File: src/rtl/cpu_pkg.sv
// Shared types for the multi-outstanding MEM stage: load opcode encoding,
// the queue entry record and the "no destination" constant.
package cpu_pkg;

  typedef enum logic [2:0] {
    LD_NONE = 3'd0,
    LD_B    = 3'd1,
    LD_BU   = 3'd2,
    LD_H    = 3'd3,
    LD_HU   = 3'd4,
    LD_W    = 3'd5
  } load_op_t;

  // One in-flight instruction. The sideband payload is kept in a parallel
  // array in the stage because its width is a module parameter.
  typedef struct packed {
    logic        valid;
    logic        pend;      // still waiting for its data_ok
    load_op_t    load_op;
    logic [1:0]  addr_lo;
    logic        rf_we;
    logic [4:0]  dest;
    logic [31:0] result;
    logic        ex;
    logic        wr_block;
  } memq_entry_t;

  localparam logic [4:0] MEMQ_DEST_ZERO = 5'd0;

endpackage

File: src/rtl/mem_stage_mo_if.sv
// Bus bundle around the MEM stage: pre_MEM handshake, WB handshake,
// forwarding bus, flush and the data-response channel.
// slave = the stage itself, master = its surroundings.
interface mem_stage_mo_if #(
  parameter int DEPTH     = 4,
  parameter int PAYLOAD_W = 96
);
  import cpu_pkg::*;
  localparam int CW = $clog2(DEPTH + 1);

  logic                            pms_valid;
  logic                            ms_allowin;
  logic                            pms_need_data;
  logic                            pms_req_ok;
  load_op_t                        pms_load_op;
  logic [1:0]                      pms_addr_lo;
  logic                            pms_rf_we;
  logic [4:0]                      pms_dest;
  logic [31:0]                     pms_result;
  logic                            pms_ex;
  logic                            pms_wr_block;
  logic [PAYLOAD_W-1:0]            pms_payload;

  logic                            ws_allowin;
  logic                            ms_to_ws_valid;
  logic                            ms_to_ws_rf_we;
  logic [4:0]                      ms_to_ws_dest;
  logic [31:0]                     ms_to_ws_result;
  logic                            ms_to_ws_ex;
  logic [PAYLOAD_W-1:0]            ms_to_ws_payload;

  logic [DEPTH-1:0]                ms_fwd_valid;
  logic [DEPTH-1:0]                ms_fwd_ready;
  logic [DEPTH-1:0][4:0]           ms_fwd_dest;
  logic [DEPTH-1:0][31:0]          ms_fwd_data;
  logic                            ms_wr_disable;
  logic [CW-1:0]                   ms_discard_cnt;

  logic                            flush;
  logic                            data_data_ok;
  logic [31:0]                     data_rdata;

  modport slave (
    input  pms_valid, pms_need_data, pms_req_ok, pms_load_op, pms_addr_lo,
           pms_rf_we, pms_dest, pms_result, pms_ex, pms_wr_block, pms_payload,
           ws_allowin, flush, data_data_ok, data_rdata,
    output ms_allowin, ms_to_ws_valid, ms_to_ws_rf_we, ms_to_ws_dest,
           ms_to_ws_result, ms_to_ws_ex, ms_to_ws_payload, ms_fwd_valid,
           ms_fwd_ready, ms_fwd_dest, ms_fwd_data, ms_wr_disable, ms_discard_cnt
  );

  modport master (
    output pms_valid, pms_need_data, pms_req_ok, pms_load_op, pms_addr_lo,
           pms_rf_we, pms_dest, pms_result, pms_ex, pms_wr_block, pms_payload,
           ws_allowin, flush, data_data_ok, data_rdata,
    input  ms_allowin, ms_to_ws_valid, ms_to_ws_rf_we, ms_to_ws_dest,
           ms_to_ws_result, ms_to_ws_ex, ms_to_ws_payload, ms_fwd_valid,
           ms_fwd_ready, ms_fwd_dest, ms_fwd_data, ms_wr_disable, ms_discard_cnt
  );

endinterface

File: src/rtl/mem_load_ext.sv
// Load data alignment: shifts the addressed byte/half down to bit 0 and
// sign- or zero-extends it. Word loads (always aligned) pass through.
module mem_load_ext
  import cpu_pkg::*;
(
  input  load_op_t    load_op,
  input  logic [1:0]  addr_lo,
  input  logic [31:0] rdata,
  output logic [31:0] value
);

  logic [31:0] sh;
  assign sh = rdata >> {addr_lo, 3'b000};

  // extend the shifted lane according to the load type
  always_comb begin
    value = sh;
    case (load_op)
      LD_B:    value = {{24{sh[7]}}, sh[7:0]};
      LD_BU:   value = {24'd0, sh[7:0]};
      LD_H:    value = {{16{sh[15]}}, sh[15:0]};
      LD_HU:   value = {16'd0, sh[15:0]};
      default: value = sh;
    endcase
  end

endmodule

File: src/rtl/mem_stage_mo.sv
// Multi-outstanding MEM stage: in-order queue of up to DEPTH instructions
// between pre_MEM and WB. In-order data responses fill the oldest waiting
// entry; entries retire to WB in order. After a flush, responses belonging
// to killed requests are dropped by a counter.
// Optional: MEMQ_BYPASS_EN lets a response that fills the head entry reach
// WB and the slot-0 forward bus in the same cycle.
module mem_stage_mo
  import cpu_pkg::*;
#(
  parameter int DEPTH     = 4,
  parameter int PAYLOAD_W = 96
) (
  input logic          clk,
  input logic          resetn,
  mem_stage_mo_if.slave bus
);

  localparam int AW = $clog2(DEPTH);
  localparam int CW = $clog2(DEPTH + 1);

  memq_entry_t [DEPTH-1:0]                q;
  logic        [DEPTH-1:0][PAYLOAD_W-1:0] pay;
  logic [AW-1:0] head, tail, fill_idx, scan_idx;
  logic [CW-1:0] count, discard_cnt, n_wait, disc_flush;
  logic [CW:0]   outstanding, disc_sum;
  logic          fill_hit, fill, pop, push, allowin, req_in;
  logic          head_done;
  logic [31:0]   ext_val, fill_val, head_result;
  memq_entry_t   head_e, new_e;

  assign head_e = q[head];

  // count waiting entries and find the oldest one, scanning from head
  always_comb begin
    n_wait   = '0;
    fill_hit = 1'b0;
    fill_idx = head;
    scan_idx = head;
    for (int i = 0; i < DEPTH; i++) begin
      n_wait   = n_wait + CW'(q[i].valid && q[i].pend);
      scan_idx = head + AW'(i);
      if (!fill_hit && q[scan_idx].valid && q[scan_idx].pend) begin
        fill_hit = 1'b1;
        fill_idx = scan_idx;
      end
    end
  end

  mem_load_ext u_ext (
    .load_op (q[fill_idx].load_op),
    .addr_lo (q[fill_idx].addr_lo),
    .rdata   (bus.data_rdata),
    .value   (ext_val)
  );

  // stores keep their address/result; loads take the aligned data
  assign fill_val = (q[fill_idx].load_op == LD_NONE) ? q[fill_idx].result : ext_val;
  assign fill     = bus.data_data_ok && (discard_cnt == '0) && fill_hit;

`ifdef MEMQ_BYPASS_EN
  logic byp;
  assign byp         = fill && (fill_idx == head);
  assign head_done   = (head_e.valid && !head_e.pend) || byp;
  assign head_result = byp ? fill_val : head_e.result;
`else
  assign head_done   = head_e.valid && !head_e.pend;
  assign head_result = head_e.result;
`endif

  assign outstanding = {1'b0, discard_cnt} + {1'b0, n_wait};
  assign pop     = head_done && bus.ws_allowin && !bus.flush;
  assign allowin = ((count < CW'(DEPTH)) || pop) && (outstanding < (CW+1)'(DEPTH));
  assign push    = bus.pms_valid && allowin && !bus.flush;
  assign req_in  = bus.pms_valid && bus.pms_req_ok && bus.pms_need_data && allowin;

  // stale responses after flush: every live request plus the one issued
  // this cycle, minus a response landing in the flush cycle itself
  assign disc_sum   = {1'b0, discard_cnt} + {1'b0, n_wait} + (CW+1)'(req_in);
  assign disc_flush = CW'(disc_sum - (CW+1)'(bus.data_data_ok && (disc_sum != '0)));

  // entry image written at tail on push
  always_comb begin
    new_e          = '0;
    new_e.valid    = 1'b1;
    new_e.pend     = bus.pms_need_data && !bus.pms_ex;
    new_e.load_op  = bus.pms_load_op;
    new_e.addr_lo  = bus.pms_addr_lo;
    new_e.rf_we    = bus.pms_rf_we;
    new_e.dest     = bus.pms_dest;
    new_e.result   = bus.pms_result;
    new_e.ex       = bus.pms_ex;
    new_e.wr_block = bus.pms_wr_block;
  end

  // queue state: flush beats fill/pop/push; push is applied last so a
  // full queue popping and pushing in one cycle reuses the head slot
  always_ff @(posedge clk or negedge resetn) begin
    if (!resetn) begin
      q           <= '0;
      head        <= '0;
      tail        <= '0;
      count       <= '0;
      discard_cnt <= '0;
    end else if (bus.flush) begin
      q           <= '0;
      head        <= '0;
      tail        <= '0;
      count       <= '0;
      discard_cnt <= disc_flush;
    end else begin
      if (bus.data_data_ok && (discard_cnt != '0))
        discard_cnt <= discard_cnt - CW'(1);
      if (fill) begin
        q[fill_idx].result <= fill_val;
        q[fill_idx].pend   <= 1'b0;
      end
      if (pop) begin
        q[head].valid <= 1'b0;
        head          <= head + AW'(1);
      end
      if (push) begin
        q[tail] <= new_e;
        tail    <= tail + AW'(1);
      end
      count <= count + CW'(push) - CW'(pop);
    end
  end

  // sideband storage, qualified by the entry valid bit so no reset needed
  always_ff @(posedge clk) begin
    if (push) pay[tail] <= bus.pms_payload;
  end

  // forwarding bus, oldest first; slot 0 follows the head view
  always_comb begin
    bus.ms_fwd_valid = '0;
    bus.ms_fwd_ready = '0;
    bus.ms_fwd_dest  = '0;
    bus.ms_fwd_data  = '0;
    for (int k = 0; k < DEPTH; k++) begin
      bus.ms_fwd_valid[k] = q[head + AW'(k)].valid;
      bus.ms_fwd_ready[k] = q[head + AW'(k)].valid && !q[head + AW'(k)].pend;
      bus.ms_fwd_dest[k]  = (q[head + AW'(k)].valid && q[head + AW'(k)].rf_we)
                            ? q[head + AW'(k)].dest : MEMQ_DEST_ZERO;
      bus.ms_fwd_data[k]  = q[head + AW'(k)].result;
    end
    bus.ms_fwd_ready[0] = head_done;
    bus.ms_fwd_data[0]  = head_result;
  end

  // any live exception/eret blocks younger side effects
  always_comb begin
    bus.ms_wr_disable = 1'b0;
    for (int k = 0; k < DEPTH; k++)
      bus.ms_wr_disable = bus.ms_wr_disable | (q[k].valid && q[k].wr_block);
  end

  assign bus.ms_allowin       = allowin;
  // a flushed head must not be taken by WB
  assign bus.ms_to_ws_valid   = head_done && !bus.flush;
  assign bus.ms_to_ws_rf_we   = head_e.rf_we;
  assign bus.ms_to_ws_dest    = head_e.dest;
  assign bus.ms_to_ws_result  = head_result;
  assign bus.ms_to_ws_ex      = head_e.ex;
  assign bus.ms_to_ws_payload = pay[head];
  assign bus.ms_discard_cnt   = discard_cnt;

  // a response with nothing to fill and nothing to discard is a protocol error
  a_no_orphan_rsp: assert property (@(posedge clk) disable iff (!resetn)
    bus.data_data_ok |-> ((discard_cnt != '0) || fill_hit));

endmodule

File: src/flat_wrapper.sv
// flat-port wrapper written by rule: the top's interface ports become plain ports
module mem_stage_mo_flat import cpu_pkg::*;
#(
  parameter int DEPTH     = 4,
  parameter int PAYLOAD_W = 96
)
  (clk, resetn, bus_pms_valid, bus_pms_need_data, bus_pms_req_ok, bus_pms_load_op, bus_pms_addr_lo, bus_pms_rf_we, bus_pms_dest, bus_pms_result, bus_pms_ex, bus_pms_wr_block, bus_pms_payload, bus_ws_allowin, bus_flush, bus_data_data_ok, bus_data_rdata, bus_ms_allowin, bus_ms_to_ws_valid, bus_ms_to_ws_rf_we, bus_ms_to_ws_dest, bus_ms_to_ws_result, bus_ms_to_ws_ex, bus_ms_to_ws_payload, bus_ms_fwd_valid, bus_ms_fwd_ready, bus_ms_fwd_dest, bus_ms_fwd_data, bus_ms_wr_disable, bus_ms_discard_cnt);
  mem_stage_mo_if #(.DEPTH(DEPTH), .PAYLOAD_W(PAYLOAD_W)) bus_i ();
  input logic clk;
  input logic resetn;
  input wire logic [$bits(bus_i.pms_valid)-1:0] bus_pms_valid;
  input wire logic [$bits(bus_i.pms_need_data)-1:0] bus_pms_need_data;
  input wire logic [$bits(bus_i.pms_req_ok)-1:0] bus_pms_req_ok;
  input wire logic [$bits(bus_i.pms_load_op)-1:0] bus_pms_load_op;
  input wire logic [$bits(bus_i.pms_addr_lo)-1:0] bus_pms_addr_lo;
  input wire logic [$bits(bus_i.pms_rf_we)-1:0] bus_pms_rf_we;
  input wire logic [$bits(bus_i.pms_dest)-1:0] bus_pms_dest;
  input wire logic [$bits(bus_i.pms_result)-1:0] bus_pms_result;
  input wire logic [$bits(bus_i.pms_ex)-1:0] bus_pms_ex;
  input wire logic [$bits(bus_i.pms_wr_block)-1:0] bus_pms_wr_block;
  input wire logic [$bits(bus_i.pms_payload)-1:0] bus_pms_payload;
  input wire logic [$bits(bus_i.ws_allowin)-1:0] bus_ws_allowin;
  input wire logic [$bits(bus_i.flush)-1:0] bus_flush;
  input wire logic [$bits(bus_i.data_data_ok)-1:0] bus_data_data_ok;
  input wire logic [$bits(bus_i.data_rdata)-1:0] bus_data_rdata;
  output wire logic [$bits(bus_i.ms_allowin)-1:0] bus_ms_allowin;
  output wire logic [$bits(bus_i.ms_to_ws_valid)-1:0] bus_ms_to_ws_valid;
  output wire logic [$bits(bus_i.ms_to_ws_rf_we)-1:0] bus_ms_to_ws_rf_we;
  output wire logic [$bits(bus_i.ms_to_ws_dest)-1:0] bus_ms_to_ws_dest;
  output wire logic [$bits(bus_i.ms_to_ws_result)-1:0] bus_ms_to_ws_result;
  output wire logic [$bits(bus_i.ms_to_ws_ex)-1:0] bus_ms_to_ws_ex;
  output wire logic [$bits(bus_i.ms_to_ws_payload)-1:0] bus_ms_to_ws_payload;
  output wire logic [$bits(bus_i.ms_fwd_valid)-1:0] bus_ms_fwd_valid;
  output wire logic [$bits(bus_i.ms_fwd_ready)-1:0] bus_ms_fwd_ready;
  output wire logic [$bits(bus_i.ms_fwd_dest)-1:0] bus_ms_fwd_dest;
  output wire logic [$bits(bus_i.ms_fwd_data)-1:0] bus_ms_fwd_data;
  output wire logic [$bits(bus_i.ms_wr_disable)-1:0] bus_ms_wr_disable;
  output wire logic [$bits(bus_i.ms_discard_cnt)-1:0] bus_ms_discard_cnt;
  assign bus_i.pms_valid = bus_pms_valid;
  assign bus_i.pms_need_data = bus_pms_need_data;
  assign bus_i.pms_req_ok = bus_pms_req_ok;
  assign bus_i.pms_load_op = bus_pms_load_op;
  assign bus_i.pms_addr_lo = bus_pms_addr_lo;
  assign bus_i.pms_rf_we = bus_pms_rf_we;
  assign bus_i.pms_dest = bus_pms_dest;
  assign bus_i.pms_result = bus_pms_result;
  assign bus_i.pms_ex = bus_pms_ex;
  assign bus_i.pms_wr_block = bus_pms_wr_block;
  assign bus_i.pms_payload = bus_pms_payload;
  assign bus_i.ws_allowin = bus_ws_allowin;
  assign bus_i.flush = bus_flush;
  assign bus_i.data_data_ok = bus_data_data_ok;
  assign bus_i.data_rdata = bus_data_rdata;
  assign bus_ms_allowin = bus_i.ms_allowin;
  assign bus_ms_to_ws_valid = bus_i.ms_to_ws_valid;
  assign bus_ms_to_ws_rf_we = bus_i.ms_to_ws_rf_we;
  assign bus_ms_to_ws_dest = bus_i.ms_to_ws_dest;
  assign bus_ms_to_ws_result = bus_i.ms_to_ws_result;
  assign bus_ms_to_ws_ex = bus_i.ms_to_ws_ex;
  assign bus_ms_to_ws_payload = bus_i.ms_to_ws_payload;
  assign bus_ms_fwd_valid = bus_i.ms_fwd_valid;
  assign bus_ms_fwd_ready = bus_i.ms_fwd_ready;
  assign bus_ms_fwd_dest = bus_i.ms_fwd_dest;
  assign bus_ms_fwd_data = bus_i.ms_fwd_data;
  assign bus_ms_wr_disable = bus_i.ms_wr_disable;
  assign bus_ms_discard_cnt = bus_i.ms_discard_cnt;
  mem_stage_mo #(.DEPTH(DEPTH), .PAYLOAD_W(PAYLOAD_W)) u_core (.clk(clk), .resetn(resetn), .bus(bus_i));
endmodule
File: config.mk
export PLATFORM = sky130hd
export DESIGN_NAME = mem_stage_mo_flat
export DESIGN_NICKNAME = d
export VERILOG_FILES = /design/src/rtl/cpu_pkg.sv /design/src/rtl/mem_stage_mo_if.sv /design/src/rtl/mem_load_ext.sv /design/src/rtl/mem_stage_mo.sv /design/src/flat_wrapper.sv
export SDC_FILE = /design/constraint.sdc
export NUM_CORES = 1
export LEC_CHECK = 0
export BUFFER_PORTS_ARGS = -buffer_cell sky130_fd_sc_hd__buf_2
export CAP_MARGIN = 20
export CORE_ASPECT_RATIO = 1.4
export CORE_MARGIN = 3
export CORE_UTILIZATION = 40
export CTS_BUF_LIST = sky130_fd_sc_hd__clkbuf_8 sky130_fd_sc_hd__clkbuf_16
export CTS_CLUSTER_SIZE = 10
export DETAILED_ROUTE_END_ITERATION = 16
export GPL_TIMING_DRIVEN = 0
export HOLD_SLACK_MARGIN = 0.1
export PLACE_DENSITY = 0.69
export SLEW_MARGIN = 40
export SYNTH_ARGS = -nofsm -noshare
export SYNTH_HDL_FRONTEND = slang
export SYNTH_SLANG_ARGS = --single-unit
File: constraint.sdc
create_clock -name clk -period 11.88 [get_ports clk]
set_input_delay 0 -clock clk [delete_from_list [all_inputs] [get_ports clk]]
set_output_delay 0 -clock clk [all_outputs]
set_load 0.005 [all_outputs]
# Word level (Yosys, flattened, before mapping)
# Cells that the tools add are included.
# word_totals
out_inout_bits,297
reg_bits,582
elab_cells,186
in_bits,181
# op_classes
magnitude_cmp,11
eq_ne,4
n_reduce_logical,57
n_shift,1
n_mux,53
addsub,13
n_bitwise,3
# op_table
cell,n
$mux W188,6
$bwmux W188,4
$bmux W47 S2,5
$bwmux W384,1
$demux W47 S2,4
$mux W47,6
$bmux W96 S2,1
$demux W96 S2,1
$mux W96,2
$pmux W32 S4,1
$mux W46,1
$mux W45,1
$logic_and A1 B1 Y1,40
$mux W34,1
$mux W32,1
$shr A32 B5 Y32,1
$mux W5,4
$lt A2 B3 Y1 const B,6
$mux W2,7
$add A3 B1 Y3,3
$logic_not A1 Y1,9
$mux W3,3
$eq A3 B2 Y1 const B,2
$ge A2 B1 Y1 const B,3
18 further kinds,29

# Longest topological paths before layout
# logic_depth
word_depth,31
mapped_depth,23
depth_no_buf,19

# Cells and area by module
# Synthesis repeated with hierarchy kept, for this count alone.
# unflattened
hier_cells,2061
hier_area_um2,30972.2
# by_module_without_submodules
module,cells_per_inst,n_inst,area_per_inst_um2,seq_area_each_um2
mem_stage_mo,1951,1,30205.2,16485.8
mem_load_ext,110,1,767.0,0.0

# Worst setup path after synthesis
# OpenSTA, ideal clock, no wires.
# synth_timing
path_kind,register to register
from,register u_core.q[46] (netlist name)
to,register u_core.pay[100] (netlist name) (enable)
path_buffers,4
path_slack_ns,5.062
setup_time_ns,0.498
path_stages_with_launch,17
period_less_slack_ns,6.818
required_time_ns,11.382
t_arrival_ns,6.320
cell_sequence,dfrtp_1 > and2_1 > ha_1 > fa_1 > ha_1 > inv_1 > fa_1 > xor2_1 > and3_1 > clkbuf_1 > and2_1 > clkbuf_1 > nor2b_1 > buf_2 > nand2_1 > inv_1 > buf_1
# synth_between
elab_chain_cells,9
elab_cells_between_ends,15
classes_between,add/sub: 4; order compare: 1; mux: 2; reduce/logical: 8
# synth_rtl
element,line_no,rtl
start: declaration,mem_stage_mo.sv:21,memq_entry_t [DEPTH-1:0] q;
start signal: indexed assignment,mem_stage_mo.sv:122,q[tail] <= new_e;
$logic_and A1 B1 Y1 / $bmux W47 S2 (equally long branches),"mem_stage_mo.sv:40, mem_stage_mo.sv:31",
$add A1 B1 Y2 / $mux W47 (equally long branches),"mem_stage_mo.sv:40, mem_stage_mo.sv:31",
$add A3 B1 Y3 / $logic_and A1 B1 Y1 (equally long branches),"mem_stage_mo.sv:40, mem_stage_mo.sv:66",
$add A3 B1 Y3 / $logic_and A1 B1 Y1 (equally long branches),"mem_stage_mo.sv:40, mem_stage_mo.sv:71",
$add A3 B3 Y4 / $logic_and A1 B1 Y1 (equally long branches),"mem_stage_mo.sv:70, mem_stage_mo.sv:71",
$lt A4 B3 Y1 / $logic_or A1 B1 Y1 (equally long branches),mem_stage_mo.sv:72,assign allowin = ((count < CW'(DEPTH)) || pop) && (outstanding < (CW+1)'(DEPTH));
$logic_and A1 B1 Y1 (*),mem_stage_mo.sv:72,
via bus_ms_allowin,flat_wrapper.sv:26,output wire logic [$bits(bus_i.ms_allowin)-1:0] bus_ms_allowin;
$logic_and A1 B1 Y1 (*) (2 in a row),mem_stage_mo.sv:73,assign push = bus.pms_valid && allowin && !bus.flush;
end signal: indexed assignment,mem_stage_mo.sv:131,if (push) pay[tail] <= bus.pms_payload;
end: declaration,mem_stage_mo.sv:22,logic [DEPTH-1:0][PAYLOAD_W-1:0] pay;
# Mark *: on every way through the listed nets, which the timed path passes. The rest lies on a longest branch. The select of a mux whose other input is x is not followed.
# A chain may end at the register's enable or synchronous reset.

# Worst setup path after layout
# layout_timing
from,register u_core.head[0]
to,register u_core.q[168] (netlist name)
# layout_between
elab_chain_cells,31
elab_cells_between_ends,64
classes_between,add/sub: 3; order compare: 2; eq/ne: 4; shift: 1; mux: 33; reduce/logical: 21
# layout_rtl
element,line_no,rtl
start: declaration,mem_stage_mo.sv:23,"logic [AW-1:0] head, tail, fill_idx, scan_idx;"
start signal: assignment,mem_stage_mo.sv:119,head <= head + AW'(1);
branches (longest 29 deep; another with $add A2 B1 Y2),--,
$mux W188 (*),mem_stage_mo.sv:121,if (push) begin
$mux W188 (*),mem_stage_mo.sv:104,end else if (bus.flush) begin
# Mark *: on every way between the ends. The select of a mux whose other input is x is not followed.

==> impl.org <==
** Flow run
- Max-cap violations in this run came to 0.

** Clocking
- Buffers added to address setup during post-CTS repair amount to 0.
- Clock edge transition at the registers on the reported setup and hold paths :: 0.06 ns
- The clock reaches the later pin of the worst-skew pair after 0.63 ns.
- In this run, CTS created clock tree buffers numbering 69.
- The clock passes through at most 3 buffers.
- Hold bufs inserted after CTS :: 175
- Depth of the CTS H-tree :: 3
- Sinks on the clock net :: 582
- Clk root buf :: sky130_fd_sc_hd__clkbuf_16
- In this run, post-CTS repair resized a total of 0 instances.
- Clock tree from TritonCTS :: done

** Power and ir drop
- Power density over the cells :: 156 nW/um^2
- Leakage power of the design :: 14.8 nW
- Post-layout power :: 5.83 mW
- VDD sags by at most 0.000158 V.

** Die
- Area of the die :: 76,500 sq um
- Std-Cell Core Area :: 72,000 sq um
- In this run the core area contains 116 standard-cell rows.
- # IOs :: 478
- The floorplan step set the die width to 235 um.
- Effective utilization at floorplan :: 0.406
- Measured along the y axis, the die boundary spans 326 um.

** Logic synthesis
- Among all flip-flop cells after synthesis, the most frequent one is sky130_fd_sc_hd__edfxtp_1.
- Cell variety after synth :: 65
- For this run, the register share of the synthesized area comes to 0.564.
- Synthesized instance count :: 1,906
- Share of synthesized registers carrying an async set or reset :: 0.340
- During synthesis, Yosys emitted a total of 0 warnings.
- A synthesized cell averages 15.3 sq um.
- In this run, synthesis produced a sequential element count of 582.
- Synth Net Count :: 2,111
- Post-synthesis instance area :: 29,300 sq um
- Count of flip-flops with a built-in enable after synthesis :: 384

** GRT
- Entering global routing, the biggest net connects 76 pins.
- The via count of the first global-routing pass is 23,800.
- Overall track demand over capacity in global routing :: 0.293
- The first global-routing pass estimated 163,000 um of wire.
- The number of antenna violations at the first check in global routing was 13.
- The total overflow left after global routing is 0.

** Setup path
- Endpoint required time on the critical path :: 12.33 ns
- Launching point of the worst reg2reg path :: u_core.head[0]$_DFFE_PN0P_
- Worst Path Arrival :: 9.08 ns
- Critical path origin :: u_core.head[0]$_DFFE_PN0P_
- R2r worst-path depth :: 19
- Highest-delay cell along the critical path :: sky130_fd_sc_hd__nor2_2
- Worst R2R Setup Slack :: 3.25 ns
- In this design, the stage delay of the slowest critical-path cell is 0.86 ns.
- Nature of the critical path endpoint :: register
- Largest fanout on the critical path :: 10
- Cell Chain, Critical Path :: buf_6, buf_6, clkbuf_1, clkbuf_1, buf_2, clkbuf_2, inv_1, ha_1, buf_2, mux4_2, and2_1, a211oi_2, o2111a_1, buf_6, clkbuf_1, nand2_1, nor2_2, clkbuf_1, a31oi_1
- The worst setup path is launched from a register.
- Startpoint-to-endpoint class of the critical path :: reg2reg
- Most prevalent standard cell on the critical path :: sky130_fd_sc_hd__clkbuf_1

** Place
- HPWL reported at the end of detailed placement :: 79,500 um
- Instance area at placement :: 33,700 sq um
- The count of buffers added on input and output ports is 477.
- Total placed cells including tap cells :: 3,358
- Routability-driven placement finished with a final weighted congestion of 0.961.

** STA
- Setup repair after global routing left no endpoint under its margin.
- The total count of hold-check failures in the final report came to 0.
- Number of max-slew violations in the final report :: 0
- Setup violations remaining at the end of the flow were counted as 0.
- Maximum clock frequency :: 116 MHz
- Worst setup skew after layout :: 0.0250 ns
- For the pin with the worst max-slew slack, the measured transition is 0.918 ns.
- Final Critical Period :: 8.63 ns
- Headroom to the max-slew limit came out at 0.388.
- In the finished design, the share of the clock period the worst path needs comes to 0.726.
- Adding up every negative setup slack in the final design gives 0 ns.

** Route
- After detailed routing, the total wire length is 113,000 um.
- For this run, design rule violations remaining after detail routing come to 0.
- In the final routed layout, each cell accounts on average for 31.0 um.
- Detail Route Antenna Nets :: 0
- Via/cell ratio :: 6.31
- Detailed routing inserted a total of 22,900 vias.
- Drt first-iter violations :: 2,498
- Detailed-router iteration count before antenna repair :: 5

** Final layout
- Growth of design area from synthesis to finish :: 28.2%
- After routing the design area is 37,500 sq um.
- Number of standard cells in the layout, taps in and fillers out :: 3,634
- Net count of the finished layout :: 2,865
- Fill cells in the final layout number 5,989.
- Of the cells placed in the final design, the portion with a size suffix greater than 1 is 0.381.
- Final Util :: 0.521

** Min path
- Start point of the worst min-delay path :: bus_pms_payload[95]
- Worst hold path cell count :: 2
- Worst min path class :: in2reg

** Status
- The flow ran to the end, and the final reports show no timing, DRC or antenna violations.
-- critical path, delay by kind of cell (launching register included) --
family / cells / cell delay [ns]
buffers and inverters: 11 / 4.58
muxes: 1 / 0.42
AOI/OAI and AO/OA: 3 / 0.83
adders and majority gates: 1 / 0.41
and+or+nand+nor: 3 / 1.80
DFF: 1 / 0.39
-- metrics by stage --
step | setup slack [ns] | hold WS (ns)
finish | 3.25 | 0.140
global route | 3.11 | 0.122
CTS | 3.63 | 0.102
detailed placement | 3.67 | -0.0389
global placement | 1.53 | 0.209
floorplan | 5.06 | -0.296
-- layout make-up --
class | instances | area, sq um | share of cell area
clock inverter | 21 | 188 | 0.00500
timing repair buffer | 683 | 5000 | 0.133
tap | 944 | 1180 | 0.0315
multi-input combinational | 1119 | 11800 | 0.314
buffer | 176 | 945 | 0.0252
clock buffer | 72 | 1780 | 0.0474
antenna | 8 | 20.0 | 0.000534
inverter | 29 | 109 | 0.00290
sequential | 582 | 16500 | 0.440
-- flip-flops by register name, summed over array words and instances, names as in the netlist --
register	count
u_core.bus.ms_discard_cnt	3
u_core.count	3
u_core.head	2
u_core.pay	384
u_core.q	188
u_core.tail	2
-- synth_stat cells, types with 35 or more instances --
library cell / n / area, sq um
sky130_fd_sc_hd__edfxtp_1: 384 / 11500
sky130_fd_sc_hd__mux4_2: 271 / 6100
sky130_fd_sc_hd__dfrtp_1: 198 / 4950
sky130_fd_sc_hd__nand2_1: 105 / 394
sky130_fd_sc_hd__nor2_1: 86 / 323
sky130_fd_sc_hd__a21oi_1: 76 / 380
sky130_fd_sc_hd__a31oi_1: 67 / 419
sky130_fd_sc_hd__clkbuf_1: 61 / 229
sky130_fd_sc_hd__o22ai_1: 56 / 350
sky130_fd_sc_hd__buf_1: 53 / 199
sky130_fd_sc_hd__a22o_1: 47 / 412
sky130_fd_sc_hd__mux2i_1: 46 / 460
sky130_fd_sc_hd__a22oi_1: 40 / 300
sky130_fd_sc_hd__o21ai_0: 39 / 195
sky130_fd_sc_hd__buf_4: 35 / 263
-- cells by family (layout without fill, tap and decap cells) --
logic type               count (synthesis)  in the layout  synth area share
AND/OR/NAND/NOR                        331            331            0.0539
buffers and inverters                  205            981            0.0339
other                                    0              8                 0
XOR/XNOR                                10             10           0.00325
AO/OA/AOI/OAI                          418            418             0.100
multiplexers                           336            336             0.234
flip-flops                             582            582             0.564
adder cells (fa/ha/maj)                 24             24            0.0110
-- power by group --
part / internal [mW] / switching [mW]
Clock: 1.09 / 0.820
Sequential: 2.28 / 0.0994
Combinational: 0.664 / 0.880
Total: 4.03 / 1.80
-- per-layer routing --
layer / vias to the layer above / GRT usage / wire length [um]
li1: 9251 / - / -
met1: 11600 / 0.328 / 37200
met2: 1656 / 0.486 / 55700
met3: 448 / 0.0832 / 11500
met4: 2 / 0.190 / 8180
met5: - / 0 / 13
-- cells in the final DEF, fill, tap and decap left out, drive strengths merged, types with 47 or more instances in the layout --
cell           n
buf          624
edfxtp       384
mux4         274
dfrtp        198
dlygate4sd3  174
clkbuf       133
nand2        106
nor2          87
a21oi         77
a31oi         67
o22ai         56
mux2i         49
a22o          47
a22oi         47
-- path summary, 6_finish.rpt --
check | to
min in group asynchronous | u_core.bus.ms_discard_cnt[1]$_DFFE_PN0P_
worst max-delay path | u_core.q[168]$_DFF_PN0_
max in group asynchronous | u_core.q[155]$_DFF_PN0_
worst min register to register | u_core.q[135]$_DFFE_PN0P_
worst min-delay path | u_core.pay[191]$_DFFE_PP_
worst max register to register | u_core.q[168]$_DFF_PN0_
(Power assumes the default switching activity.)
